[src/rtl/andor_seq_tester_if.sv]
// Operand/result bus between the sequence tester and the 2-bit AND/OR stage.
// The tester drives the operands; the stage returns both results combinationally.
interface andor_seq_tester_if;
  logic [1:0] X;
  logic [1:0] Y;
  logic [1:0] XandY;
  logic [1:0] XorY;

  modport master (
    output X,
    output Y,
    input  XandY,
    input  XorY
  );

  modport slave (
    input  X,
    input  Y,
    output XandY,
    output XorY
  );
endinterface

[src/rtl/andor_seq_tester.sv]
// Walks all 16 operand pairs through the AND/OR stage, holds each for SETTLE
// cycles, then checks both results and accumulates a saturating error count.
module andor_seq_tester #(
  parameter int SETTLE = 2,
  parameter int ERRW   = 5
) (
  input  logic                clk,
  input  logic                rst_n,
  input  logic                start,
  andor_seq_tester_if.master  bus,
  output logic                busy,
  output logic                done,
  output logic                pass,
  output logic [ERRW-1:0]     errCount,
  output logic [3:0]          firstFail,
  output logic                failValid
);

  typedef enum logic [1:0] {
    ST_IDLE,
    ST_SETTLE,
    ST_CHECK,
    ST_DONE
  } state_t;

  localparam logic [3:0]      SETTLE_LAST = 4'(SETTLE - 1);
  localparam logic [ERRW-1:0] ERR_MAX     = '1;

  state_t          state;
  state_t          state_next;
  logic [3:0]      v;
  logic [3:0]      v_next;
  logic [3:0]      cnt;
  logic [3:0]      cnt_next;
  logic [ERRW-1:0] err_next;
  logic [3:0]      ffail_next;
  logic            fvalid_next;
  logic [1:0]      exp_and;
  logic [1:0]      exp_or;
  logic            mismatch;

  // Operands come straight from the index register, so in DONE they sit at 2'b11.
  assign bus.X = v[3:2];
  assign bus.Y = v[1:0];

  assign exp_and  = v[3:2] & v[1:0];
  assign exp_or   = v[3:2] | v[1:0];
  assign mismatch = (bus.XandY != exp_and) || (bus.XorY != exp_or);

  assign busy = (state == ST_SETTLE) || (state == ST_CHECK);
  assign done = (state == ST_DONE);
  assign pass = done && (errCount == '0);

  always_ff @(posedge clk or negedge rst_n) begin
    if (!rst_n) begin
      state     <= ST_IDLE;
      v         <= '0;
      cnt       <= '0;
      errCount  <= '0;
      firstFail <= '0;
      failValid <= 1'b0;
    end else begin
      state     <= state_next;
      v         <= v_next;
      cnt       <= cnt_next;
      errCount  <= err_next;
      firstFail <= ffail_next;
      failValid <= fvalid_next;
    end
  end

  always_comb begin
    state_next  = state;
    v_next      = v;
    cnt_next    = cnt;
    err_next    = errCount;
    ffail_next  = firstFail;
    fvalid_next = failValid;

    unique case (state)
      ST_IDLE, ST_DONE: begin
        // Results from the previous run are held until the next start clears them.
        if (start) begin
          v_next      = '0;
          cnt_next    = '0;
          err_next    = '0;
          ffail_next  = '0;
          fvalid_next = 1'b0;
          state_next  = ST_SETTLE;
        end
      end

      ST_SETTLE: begin
        if (cnt == SETTLE_LAST) begin
          cnt_next   = '0;
          state_next = ST_CHECK;
        end else begin
          cnt_next = cnt + 4'd1;
        end
      end

      ST_CHECK: begin
        if (mismatch) begin
          if (errCount != ERR_MAX) begin
            err_next = errCount + 1'b1;
          end
          if (!failValid) begin
            ffail_next  = v;
            fvalid_next = 1'b1;
          end
        end
        // The last vector finishes the run instead of wrapping the index.
        if (v == 4'd15) begin
          state_next = ST_DONE;
        end else begin
          v_next     = v + 4'd1;
          state_next = ST_SETTLE;
        end
      end

      default: begin
        state_next = ST_IDLE;
      end
    endcase
  end

endmodule

[src/flat_wrapper.sv]
// flat-port wrapper written by rule: the top's interface ports become plain ports
module andor_seq_tester_flat 
#(
  parameter int SETTLE = 2,
  parameter int ERRW   = 5
)
  (clk, rst_n, start, busy, done, pass, errCount, firstFail, failValid, bus_X, bus_Y, bus_XandY, bus_XorY);
  andor_seq_tester_if bus_i ();
  input  logic clk;
  input  logic rst_n;
  input  logic start;
  output logic busy;
  output logic done;
  output logic pass;
  output logic [ERRW-1:0] errCount;
  output logic [3:0] firstFail;
  output logic failValid;
  output wire logic [$bits(bus_i.X)-1:0] bus_X;
  output wire logic [$bits(bus_i.Y)-1:0] bus_Y;
  input wire logic [$bits(bus_i.XandY)-1:0] bus_XandY;
  input wire logic [$bits(bus_i.XorY)-1:0] bus_XorY;
  assign bus_X = bus_i.X;
  assign bus_Y = bus_i.Y;
  assign bus_i.XandY = bus_XandY;
  assign bus_i.XorY = bus_XorY;
  andor_seq_tester #(.SETTLE(SETTLE), .ERRW(ERRW)) u_core (.clk(clk), .rst_n(rst_n), .start(start), .bus(bus_i), .busy(busy), .done(done), .pass(pass), .errCount(errCount), .firstFail(firstFail), .failValid(failValid));
endmodule
[config.mk]
export PLATFORM = sky130hd
export DESIGN_NAME = andor_seq_tester_flat
export DESIGN_NICKNAME = d
export VERILOG_FILES = /design/src/rtl/andor_seq_tester_if.sv /design/src/rtl/andor_seq_tester.sv /design/src/flat_wrapper.sv
export SDC_FILE = /design/constraint.sdc
export NUM_CORES = 1
export LEC_CHECK = 0
export CAP_MARGIN = 15
export CORE_ASPECT_RATIO = 2
export CORE_MARGIN = 2
export CORE_UTILIZATION = 52
export DETAILED_ROUTE_END_ITERATION = 10
export PLACE_DENSITY = 0.83
export SLEW_MARGIN = 15
export SYNTH_ARGS = -nofsm -noshare
export SYNTH_HDL_FRONTEND = slang
export SYNTH_SLANG_ARGS = --single-unit
[constraint.sdc]
create_clock -name clk -period 2.4 [get_ports clk]
set_input_delay 0.48 -clock clk [delete_from_list [all_inputs] [get_ports clk]]
set_output_delay 0.48 -clock clk [all_outputs]
set_load 0.005 [all_outputs]
==> out/results.txt <==
status: finished clean
Iter 0 DRT Violations: 63
top post-synthesis cells by area: dfrtp_1, ha_1, o21ai_0
Synth Area in XOR/XNOR: 0.0130
Core ar.: 0.00250 mm²
Slew @ Worst Pin: 762 ps
cts repair resizes: 0
CTS tree: yes
CP endpoint kind: output port
reg2reg setup slack: 260 ps
design area: 0.00164 mm²
clk_lat worst skew: 260 ps
Max Slew Vio Count: 0
worst hold path class: input port to async pin
Pwr Density: 591 mW/mm²
Die Y: 76.1 µm
mux cell area share after synthesis: 0.00741
Worst Path Max Fanout: 9
H-tree depth: 1
Syn Nets: 170
proportion of layout cells with a drive suffix above 1: 0.0625
max-cap violations: 0
initial antenna violation count: 0
Mapped Area: 0.00135 mm²
final hold vios: 0
Worst EP required: 1920 ps
Root Driver: clkbuf_8
Max Freq: 433 MHz
row cnt: 26
Tot GR Track Use: 0.246
first-pass GRT wire length: 5.39 mm
post-placement setup slack: 82.3 ps
pin count of the biggest net entering global routing: 21
die area: 0.00304 mm²
Compound-Gate Fraction of Synth Area: 0.196
Clock Tree Buf Depth: 2
Worst Path Buf+Inv: 3
CP max stage delay: 510 ps
Tmin final: 2310 ps
GPL Wtd Cong: 0.768
yosys warns: 0
# diodes: 0
Combinational Power Share: 0.291
slowest CP cell: clkdlybuf4s50_1
drt via density: 6.09
unrepaired setup endpoints after global routing: no
Post-synth EDFFs: 0
largest family of logic cells by synthesized area: simple AND/OR/NAND/NOR gates
switch share: 0.301
asr flop ratio synth: 1.00
syn avg cell area: 8.82 µm²
leakage: 0.700 nW
period utilisation layout: 0.962
Total Routed Length: 3.25 mm
dominant cell type by area after synthesis: dfrtp_1
final cell count without fillers: 204
# DRC: 0
critical path launch point type: flip-flop
Slew HR: 0.488
Placed Area: 0.00160 mm²
drt wl/cell: 15.9 µm
final setup vio count: 0
VDD IR-drop max: 0.000367 V
Switch Pwr: 0.291 mW
DR pass1 iterations: 4
DP HPWL: 2.54 mm
Cells after DPL: 201
Critical Path AT: 1830 ps
Cell variety after synth: 40
via count: 1243
Routed Antenna Nets: 0
CTS clk-pin slew, worst paths: 70 ps
starting density of the core: 0.539
post-synthesis simple-gate area fraction: 0.250
Synth Register Bits: 20
cell mode on critical path: inv_1
post-synthesis cell count: 153
Crit Path Category: flip-flop to output port
clock skew: 4.10 ps
Crit path max-delay family: buffers and inverters
Layout fillers: 213
Synth top area share: 0.371
Reg power frac: 0.478
Port Buffers: 23
internal power: 0.677 mW
post-synthesis sequential area ratio: 0.371
# IOs: 24
vias in the first global route: 1259
setup TNS: 0 ps
Nets: 195
grt total ovfl: 0
layout overhead on the synthesized area: 21.3%
critical-path cell list: inv_1 > ha_1 > inv_1 > clkdlybuf4s50_1
Post-Synth Adder-Cell Area: 0.0927
clock power share: 0.232
ys flop type: dfrtp_1
Post-CTS Setup Bufs: 0
setup ws final: 92.4 ps
Num CTS Buffers: 3
Post-CTS Hold Buffers: 0
Die Wd: 40.0 µm
Clock Sink Count: 20
per-layer routing:
| layer | wire length, µm | GRT usage |
|---|---|---|
| met1 | 1180 | 0.242 |
| met2 | 1900 | 0.452 |
| met3 | 115 | 0.0437 |
| met4 | 50 | 0.0897 |
| met5 | 0 | 0 |
cells in the final DEF, fill, tap and decap left out, types with 2 or more instances in the layout:
cell	Yosys	final
buf_4	1	5
nor2b_1	3	3
xnor2_1	2	2
o21ai_0	18	18
nand3_1	12	12
clkbuf_8	0	3
nand2b_1	4	4
inv_1	10	10
a21oi_1	4	4
o211ai_1	5	5
ha_1	10	10
nor4b_1	2	2
clkdlybuf4s50_1	0	23
nor2_1	9	9
dfrtp_1	20	20
nand2_1	16	16
nor4_1	2	2
o21ai_1	2	2
a21o_1	2	2
nand3b_1	4	4
worst register-to-register path, stage by stage, from the launching register on:
cell and delay [ps]:
dfrtp_1 430, inv_1 70, ha_1 410, nand2b_1 240, o21ai_1 130, buf_4 200, nor2_1 250, nand2_1 90
a32o_1 210
cell usage after synthesis (2+ instances only):
master,count
nor4b_1,2
nand2b_1,4
o21ai_1,2
xnor2_1,2
a21o_1,2
buf_6,3
o211ai_1,5
a21oi_1,4
nand2_1,16
clkbuf_1,4
ha_1,10
inv_1,10
nor4_1,2
dfrtp_1,20
o21ai_0,18
nor2b_1,3
nor2_1,9
nand3b_1,4
nand3_1,12
final cells by class:
type / count / area (µm²) / share of cell area
timing repair buffer: 28 / 268 / 0.163
clock buffer: 3 / 41.3 / 0.0252
sequential: 20 / 500 / 0.306
tap: 28 / 35.0 / 0.0214
inverter: 10 / 37.5 / 0.0229
multi-input combinational: 115 / 756 / 0.461
metrics by stage:
step	power [mW]	hold slack [ps]	utilization
floorplan	0.573	184	-
global placement	0.739	518	0.637
detailed placement	0.752	540	0.637
CTS	0.966	557	0.654
global route	1.03	583	0.654
finish	0.968	558	0.654
final timing paths:
| path | startpoint | end | cells past startpoint |
|---|---|---|---|
| worst max-delay path | u_core.state[0] | busy | 4 |
| worst min-delay path | rst_n | u_core.v[0] | 2 |
| max in group asynchronous | rst_n | u_core.cnt[3] | 2 |
| worst max register to register | u_core.state[0] | u_core.v[3] | 8 |
| worst min register to register | u_core.state[1] | u_core.state[1] | 2 |
| min in group clk | u_core.state[1] | u_core.state[1] | 2 |
flip-flops by register name, indices dropped and copies added, names as in the netlist:
register          cells
u_core.firstFail      4
u_core.failValid      1
u_core.v              4
u_core.cnt            4
u_core.errCount       5
u_core.state          2
power by group through the flow:
stage / Combinational, mW / Clock (mW) / Sequential (mW)
global placement: 0.277 / 0 / 0.463
floorplan: 0.115 / 0 / 0.457
finish: 0.282 / 0.224 / 0.462
detailed placement: 0.283 / 0 / 0.469
global route: 0.311 / 0.243 / 0.474
CTS: 0.284 / 0.220 / 0.462
cell families (layout without fill, tap and decap cells):
| logic type | after synthesis | in the layout |
|---|---|---|
| xor+xnor | 2 | 2 |
| mux | 1 | 1 |
| fa+ha+maj | 10 | 10 |
| simple gates | 62 | 62 |
| compound gates | 40 | 40 |
| flops | 20 | 20 |
| buf+inv | 18 | 41 |
(Power assumes the default switching activity.)
